**src/rtl/thumb_decode_stage.sv**
```systemverilog
// Thumb decode stage: takes a halfword stream, assembles 16/32-bit Thumb
// instructions, decodes them into micro-op fields and queues the results
// in a small output FIFO for the register-read stage.
module thumb_decode_stage #(
  parameter int NUM_W      = 32,
  parameter int SEL_W      = 4,
  parameter int DEPTH      = 2,
  parameter int LDST_SCALE = 1
) (
  input  logic             clk,
  input  logic             reset,
  input  logic             flush,
  input  logic             in_valid,
  output logic             in_ready,
  input  logic [15:0]      instruction,
  output logic             out_valid,
  input  logic             out_ready,
  output logic [4:0]       uop,
  output logic             num_to_rhs,
  output logic [NUM_W-1:0] num,
  output logic [SEL_W-1:0] sel_p0,
  output logic [SEL_W-1:0] sel_p1,
  output logic [SEL_W-1:0] sel_in,
  output logic             explose,
  output logic [3:0]       branch_cond
);

  localparam int PW = $clog2(DEPTH);
  localparam int CW = PW + 1;
  // Widest offset is 24 bits (BL); narrower num outputs keep the low bits.
  localparam int OW = (NUM_W < 24) ? NUM_W : 24;

  typedef struct packed {
    logic [4:0]       uop;
    logic             rhs;
    logic [NUM_W-1:0] num;
    logic [SEL_W-1:0] p0;
    logic [SEL_W-1:0] p1;
    logic [SEL_W-1:0] rd;
    logic             explose;
    logic [3:0]       cond;
  } entry_t;

  typedef enum logic {IDLE, HW2} state_t;

  function automatic logic [NUM_W-1:0] sext24(input logic [23:0] v);
    logic [NUM_W-1:0] r;
    r = {NUM_W{v[23]}};
    r[OW-1:0] = v[OW-1:0];
    return r;
  endfunction

  function automatic logic [SEL_W-1:0] rs(input logic [2:0] f);
    return SEL_W'(f);
  endfunction

  function automatic logic [NUM_W-1:0] ldst_imm(input logic [4:0] i5);
    return (LDST_SCALE != 0) ? NUM_W'({i5, 2'b00}) : NUM_W'(i5);
  endfunction

  function automatic entry_t decode16(input logic [15:0] h);
    entry_t e;
    e      = '0;
    e.cond = 4'hF;
    if (h[15:10] == 6'b000110) begin          // ADD/SUB register
      e.uop = h[9] ? 5'd2 : 5'd1;
      e.p0  = rs(h[8:6]);
      e.p1  = rs(h[5:3]);
      e.rd  = rs(h[2:0]);
    end else if (h[15:10] == 6'b000111) begin // ADD/SUB imm3
      e.uop = h[9] ? 5'd2 : 5'd1;
      e.num = NUM_W'(h[8:6]);
      e.p1  = rs(h[5:3]);
      e.rd  = rs(h[2:0]);
      e.rhs = 1'b1;
    end else if (h[15:12] == 4'b0011) begin   // ADD/SUB imm8
      e.uop = h[11] ? 5'd2 : 5'd1;
      e.p1  = rs(h[10:8]);
      e.rd  = rs(h[10:8]);
      e.num = NUM_W'(h[7:0]);
      e.rhs = 1'b1;
    end else if (h[15:11] == 5'b00000) begin
      if (h[10:6] == 5'd0) begin              // MOV register
        e.uop = 5'd8;
        e.p0  = rs(h[5:3]);
        e.rd  = rs(h[2:0]);
      end else begin                          // LSL imm
        e.uop = 5'd6;
        e.num = NUM_W'(h[10:6]);
        e.p1  = rs(h[5:3]);
        e.rd  = rs(h[2:0]);
        e.rhs = 1'b1;
      end
    end else if (h[15:11] == 5'b00100) begin  // MOV imm
      e.uop = 5'd8;
      e.rd  = rs(h[10:8]);
      e.num = NUM_W'(h[7:0]);
      e.rhs = 1'b1;
    end else if (h[15:11] == 5'b00101) begin  // CMP imm
      e.uop = 5'd5;
      e.p1  = rs(h[10:8]);
      e.num = NUM_W'(h[7:0]);
      e.rhs = 1'b1;
    end else if (h[15:6] == 10'b0100000001) begin // EOR
      e.uop = 5'd4;
      e.p0  = rs(h[2:0]);
      e.rd  = rs(h[2:0]);
      e.p1  = rs(h[5:3]);
    end else if (h[15:12] == 4'b0110) begin   // STR/LDR imm5
      e.num = ldst_imm(h[10:6]);
      e.p1  = rs(h[5:3]);
      e.rhs = 1'b1;
      if (h[11]) begin
        e.uop = 5'd10;
        e.rd  = rs(h[2:0]);
      end else begin
        e.uop = 5'd9;
        e.p0  = rs(h[2:0]);
      end
    end else if (h[15:12] == 4'b1101 && h[11:9] != 3'b111) begin // B<cond>
      e.cond = h[11:8];
      e.num  = sext24({{16{h[7]}}, h[7:0]});
    end else if (h[15:11] == 5'b11100) begin  // B
      e.cond = 4'hE;
      e.num  = sext24({{13{h[10]}}, h[10:0]});
    end else begin
      e.explose = 1'b1;
    end
    return e;
  endfunction

  function automatic entry_t decode32(input logic [15:0] h1, input logic [15:0] h2);
    entry_t e;
    logic   s, i1, i2;
    e      = '0;
    e.cond = 4'hF;
    s      = h1[10];
    i1     = ~(h2[13] ^ s);
    i2     = ~(h2[11] ^ s);
    if (h1[15:11] == 5'b11110 && h2[15:14] == 2'b11 && h2[12]) begin
      e.uop  = 5'd11;
      e.cond = 4'hE;
      e.rd   = SEL_W'(4'd14);
      e.num  = sext24({s, i1, i2, h1[9:0], h2[10:0]});
    end else begin
      e.explose = 1'b1;
    end
    return e;
  endfunction

  state_t         state_q, state_d;
  logic [15:0]    hw1_q, hw1_d;
  logic [PW-1:0]  wr_q, wr_d, rd_q, rd_d;
  logic [CW-1:0]  cnt_q, cnt_d;
  entry_t         mem_q [DEPTH];
  entry_t         push_e, head, idle_e;
  logic           push, pop, accept, is_prefix;

  assign in_ready  = (cnt_q < CW'(DEPTH)) && !flush;
  assign out_valid = (cnt_q != '0);
  assign accept    = in_valid && in_ready;
  assign pop       = out_valid && out_ready && !flush;
  assign is_prefix = (instruction[15:13] == 3'b111) && (instruction[12:11] != 2'b00);

  // Halfword assembly FSM: decides what (if anything) is pushed this cycle
  always_comb begin
    state_d = state_q;
    hw1_d   = hw1_q;
    push    = 1'b0;
    push_e  = decode16(instruction);
    if (flush) begin
      state_d = IDLE;
    end else if (accept) begin
      case (state_q)
        IDLE: begin
          if (is_prefix) begin
            state_d = HW2;
            hw1_d   = instruction;
          end else begin
            push = 1'b1;
          end
        end
        HW2: begin
          push    = 1'b1;
          push_e  = decode32(hw1_q, instruction);
          state_d = IDLE;
        end
        default: state_d = IDLE;
      endcase
    end
  end

  // FIFO pointer/occupancy next state; flush empties the queue outright
  always_comb begin
    wr_d  = wr_q;
    rd_d  = rd_q;
    cnt_d = cnt_q;
    if (flush) begin
      wr_d  = '0;
      rd_d  = '0;
      cnt_d = '0;
    end else begin
      if (push) wr_d = wr_q + PW'(1);
      if (pop)  rd_d = rd_q + PW'(1);
      cnt_d = cnt_q + CW'(push) - CW'(pop);
    end
  end

  // Control state registers
  always_ff @(posedge clk or posedge reset) begin
    if (reset) begin
      state_q <= IDLE;
      hw1_q   <= '0;
      wr_q    <= '0;
      rd_q    <= '0;
      cnt_q   <= '0;
    end else begin
      state_q <= state_d;
      hw1_q   <= hw1_d;
      wr_q    <= wr_d;
      rd_q    <= rd_d;
      cnt_q   <= cnt_d;
    end
  end

  // FIFO storage; contents are masked by cnt_q so no reset is needed
  always_ff @(posedge clk) begin
    if (push) mem_q[wr_q] <= push_e;
  end

  // Idle output values shown whenever the FIFO is empty
  always_comb begin
    idle_e      = '0;
    idle_e.cond = 4'hF;
  end

  assign head        = out_valid ? mem_q[rd_q] : idle_e;
  assign uop         = head.uop;
  assign num_to_rhs  = head.rhs;
  assign num         = head.num;
  assign sel_p0      = head.p0;
  assign sel_p1      = head.p1;
  assign sel_in      = head.rd;
  assign explose     = head.explose;
  assign branch_cond = head.cond;

endmodule

```
**config.mk**
```make
export PLATFORM = sky130hd
export DESIGN_NAME = thumb_decode_stage
export DESIGN_NICKNAME = d
export VERILOG_FILES = /design/src/rtl/thumb_decode_stage.sv
export SDC_FILE = /design/constraint.sdc
export NUM_CORES = 1
export LEC_CHECK = 0
export CORE_ASPECT_RATIO = 1.25
export CORE_MARGIN = 5
export CORE_UTILIZATION = 63
export DETAILED_ROUTE_END_ITERATION = 8
export DONT_BUFFER_PORTS = 1
export GPL_ROUTABILITY_DRIVEN = 0
export PLACE_DENSITY = 0.88
export SYNTH_ARGS = -nofsm -noshare
export SYNTH_HDL_FRONTEND = slang
export SYNTH_SLANG_ARGS = --single-unit
```
**constraint.sdc**
```tcl
create_clock -name clk -period 3.66 [get_ports clk]
set_clock_uncertainty 0.15 [all_clocks]
set_input_delay 0.366 -clock clk [delete_from_list [all_inputs] [get_ports clk]]
set_output_delay 0.366 -clock clk [all_outputs]
set_load 0.005 [all_outputs]
```
## After elaboration in Yosys (flattened, before gate mapping)

Memory sizes are Yosys's and may differ from the RTL's.
Index checks and enable logic that the tools add are counted.

| operators by class | value |
|---|---|
| add/sub/neg operators | 4 |
| multipliers | 0 |
| divide/modulo/power cells | 0 |
| order comparisons | 1 |
| eq/ne operators | 13 |
| shift-type cells | 0 |
| muxes and demuxes | 87 |
| bitwise gates (word level) | 6 |
| reduce and logical (&&, ||, !) cells | 17 |

Operator list:

| kind | number |
|---|---|
| $mux W55 | 4 |
| $mux W38 | 4 |
| $mux W32 | 4 |
| $mux W12 | 9 |
| $mux W33 | 3 |
| $mux W9 | 6 |
| $mux W50 | 1 |
| $mux W6 | 8 |
| $mux W5 | 9 |
| $mux W4 | 9 |
| $mux W8 | 3 |
| $mux W1 | 17 |
| $eq A6 B3 Y1 const B | 2 |
| $mux W3 | 4 |
| $eq A10 B9 Y1 const B | 1 |
| $eq A5 B3 Y1 const B | 2 |
| $eq A5 B5 Y1 const B | 2 |
| $logic_not A5 Y1 | 2 |
| $reduce_bool A2 Y1 | 5 |
| $logic_and A1 B1 Y1 | 8 |
| $mux W2 | 4 |
| $eq A4 B2 Y1 const B | 1 |
| $eq A4 B3 Y1 const B | 1 |
| $eq A4 B4 Y1 const B | 1 |
| 12 further kinds | 18 |

| storage, ports and cells | value |
|---|---|
| bits in registers | 21 |
| bits in latches | 0 |
| memory bits (writable) | 110 |
| bits in read-only memories | 0 |
| output and inout bits | 57 |
| logic and storage cells | 134 |
| memories | 1 |

Memory list:

| name | depth | width | read ports | clocked after Yosys merged registers in | write ports | RTL line | RTL |
|---|---|---|---|---|---|---|---|
| mem_q | 2 | 55 | 1 | 0 | 1 | 155 | `entry_t mem_q [DEPTH];` |

## Longest topological paths before layout

| depth | value |
|---|---|
| depth after elaboration | 23 |
| mapped depth | 11 |
| gate-level depth less buffers | 10 |

## Worst setup path after synthesis

OpenSTA, ideal clock, no wires.

| path | value |
|---|---|
| kind | input port to flip-flop |
| start point | input instruction[12] |
| end point | memory mem_q[0][0] in the netlist's numbering (enable) |
| library setup time | 446 ps |
| arrival time | 3048 ps |
| path slack | 17 ps |
| stages | 5 |
| buffers on the path | 1 |
| cell sequence | buf_2 -> or2_2 -> nand4b_1 -> nand3_1 -> nor2_1 |

| on the way | value |
|---|---|
| cells in the longest elaborated chain, start to end | 8 |

Ends and longest elaborated chain:

| item | RTL line | RTL |
|---|---|---|
| from (decl) | 15 | `input logic [15:0] instruction,` |
| $reduce_bool A2 Y1 | 163 | `assign is_prefix = (instruction[15:13] == 3'b111) && (instruction[12:11] != 2'b00);` |
| $logic_and A1 B1 Y1 | 163 |  |
| $mux W1 | 176 | `if (is_prefix) begin` |
| $pmux W1 S2 | 174 | `case (state_q)` |
| $mux W1 | 173 | `end else if (accept) begin` |
| $mux W1 | 171 | `if (flush) begin` |
| $mux W1 | 228 | `if (push) mem_q[wr_q] <= push_e;` |
| $mux W1 (implied by the code) | 228 |  |
| to (decl) | 155 |  |

No other way between the ends.

==> impl_results.md <==
- Fin crit share: 67.9%
- Routed Antenna Nets: 0
- Top-area cell type share of the netlist area: 48.6%
- Clock slew seen by the registers of the worst setup and hold paths: 100 ps
- Worst EP required: 3640 ps
- Slew Limit Fails: 0
- Worst min-delay path class: input port to register
- Initial DRT Pass Iterations: 7
- Top cells by area, synth: edfxtp_1 49%, dfrtp_1 9.7%, mux2i_1 8.3%
- Reg2reg end: mem_q[0][17]$_DFFE_PP_
- Slew HR: between 30 and 40%
- Pleak: 0.00202 µW
- Wire per inst: 21.0 µm
- TritonCTS clock tree: yes
- Smallest hold slack: 58.5 ps
- Critical Path AT: 2460 ps
- Max-cap viol count: 0
- R2R cell count: 5
- CP Launch Type: register
- Top FF cell, synth: edfxtp_1
- Post-synth top cells: 88 x edfxtp_1, 66 x nor2_1, 45 x mux2i_1
- Nets: roughly 470
- Hold Vio Cnt, Final: 0
- Drt via density: roughly 6.5
- Post-Syn Area per Cell: 11.8 µm²
- Port bufs: 0
- Synth unique cells: 55
- Antenna cells: 0
- Unrepaired setup endpoints after global routing: no
- Post-Syn Area: 5430 µm²
- End point of the critical path: mem_q[0][17]$_DFFE_PP_
- Multi-input logic area: 1990 µm²
- Starting Density: 63.5%
- Vias: 3626
- Synthesis-to-finish area growth: 5.09%
- Drc violations: 0
- Placed cell count: 523
- Setup TNS: 0 ps
- # fillers: 610
- Status: complete, no violations
- Yosys reg bits: 109
- CTS Buf Count: 9
- Post-synthesis cell count: approximately 460
- Die Y: 114 µm
- Worst-Margin Slew: just under 1000 ps
- Leading cell type by number of instances after synthesis: edfxtp_1
- Post-CTS Setup Inserts: 0
- I/O pins: between 70 and 80
- Rows: 38
- Post-synthesis sequential area ratio: ~58%
- Die area: 10600 µm²
- Worst Path Max Fanout: 16
- Layout cells sized above 1: 11.9%
- Vias in the first global route: 3496
- Maximum clock rate: 403 MHz
- Yosys warning total: 0
- Final setup vio count: 0
- Reg2reg start: cnt_q[1]$_DFF_PP0_
- Reg area: 3170 µm²
- Overall Global Routing Usage: 22.9%
- GRT overflow: 0
- Initial antenna violation count: 0
- Setup slack, reg-to-reg: around 1200 ps
- Die width: 93.1 µm
- Critical path class: register to register
- Power Density: 475 nW/µm²
- Largest net degree at the start of global routing: 45
- Clk buf depth: 2
- Core area: between 8000 and 9000 µm²
- DP HPWL: slightly below 8 mm
- Peak supply drop: 0.357 mV
- Final min period: around 2500 ps
- Insertion delay of the later-clocked pin in the worst-skew pair: between 300 and 400 ps
- Initial DRC Count: approximately 510
- First element of the critical path: cnt_q[1]$_DFF_PP0_
- H-Tree Depth: 3
- Final Non-Filler Cells: 554
- EDFF count, synth: 88
- Most area-hungry cell type in the Yosys netlist: edfxtp_1
- Clock Sinks: between 100 and 150
- Async S/R FF share, synth: 19.3%
- Global-route wire length before repair: 18.4 mm
- CTS root buffer: clkbuf_8
- Worst setup EP type: register
- Drt total wl: 11.6 mm
[cell usage in the layout, fill, tap and decap left out, types with 4 or more instances in the layout]
master and count:
nand2_1 40, o21ai_0 12, nor2_1 63, xor2_1 4
and2_1 5, a22oi_1 6, nand3_1 8, mux2i_1 45
o2bb2ai_1 5, dfrtp_1 20, or2_2 5, inv_1 11
buf_4 5, edfxtp_1 88, nor3_1 7, a22o_1 8
dlygate4sd3_1 15, a21oi_1 19, clkbuf_8 9, mux2_2 15
[final cells by class]
| type | count | area share, % |
|---|---|---|
| inverter | 11 | 0.723 |
| tap | 100 | 2.19 |
| timing repair buffer | 20 | 3.29 |
| multi-input combinational | 298 | 34.8 |
| clock inverter | 7 | 1.29 |
| clock buffer | 9 | 2.17 |
| sequential | 109 | 55.5 |
[routing by layer]
metal / GRT usage (%) / up-vias / share of wire (%)
li1: - / 1631 / -
met1: 28.5 / 1709 / 37
met2: 36.1 / 233 / 48
met3: 7.06 / 53 / 10
met4: 11.8 / 0 / 4.8
met5: 0 / - / 0
[critical path: stages, from the launching register on]
cell and delay [ps]:
dfrtp_1 510, nor4bb_2 390, buf_4 280, or2_0 340
o21ai_1 250, a22o_1 310
[sequential cells by signal, indices dropped and copies added (netlist names)]
signal / cells
cnt_q: 2
wr_q: 1
mem_q: 88
rd_q: 1
state_q: 1
hw1_q: 16
[cells by family after synthesis]
logic type	Yosys count	synth area share [%]
flip-flops	109	58.3
XOR/XNOR	7	1.13
AO/OA/AOI/OAI	70	8.91
buffers and inverters	56	5.55
adder cells (fa/ha/maj)	2	0.461
multiplexers	60	11.4
other	1	0.0690
AND/OR/NAND/NOR	156	14.2
[timing repair]
| action | in CTS | in global routing |
|---|---|---|
| hold buffers | 15 | 0 |
| endpoints found under the hold margin | 39 | 0 |
| gates resized for setup | 0 | 0 |
[per-stage QoR]
step	util [%]	area (µm²)	total power, µW	setup slack, ps
3_5_place_dp	62.6	5360	2010	1260
4_1_cts	66.7	5710	2740	1150
3_3_place_gp	62.6	5360	1990	1350
6_report	66.7	5710	2710	1180
2_1_floorplan	-	5440	1950	16.8
5_1_grt	66.7	5710	2840	982
[power breakdown]
group | leakage (µW) | internal (µW) | total (µW) | switching [µW]
sequential | 0.00107 | 1450 | 1510 | 62.8
clock | 0.000102 | 320 | 724 | 404
combinational | 0.000845 | 192 | 475 | 284
[how the worst min path moves through the flow]
stage	start	end	slack (ps)	depth (start not counted)
CTS	instruction[10]	mem_q[0][27]$_DFFE_PP_	40	2
global placement	reset	hw1_q[12]$_DFFE_PP0P_	280	1
detailed placement	flush	wr_q$_DFFE_PP0P_	290	1
global route	instruction[10]	mem_q[0][27]$_DFFE_PP_	40	2
floorplan	reset	cnt_q[0]$_DFF_PP0_	190	1
finish	instruction[9]	mem_q[1][1]$_DFFE_PP_	60	1
(Power assumes the default switching activity.)
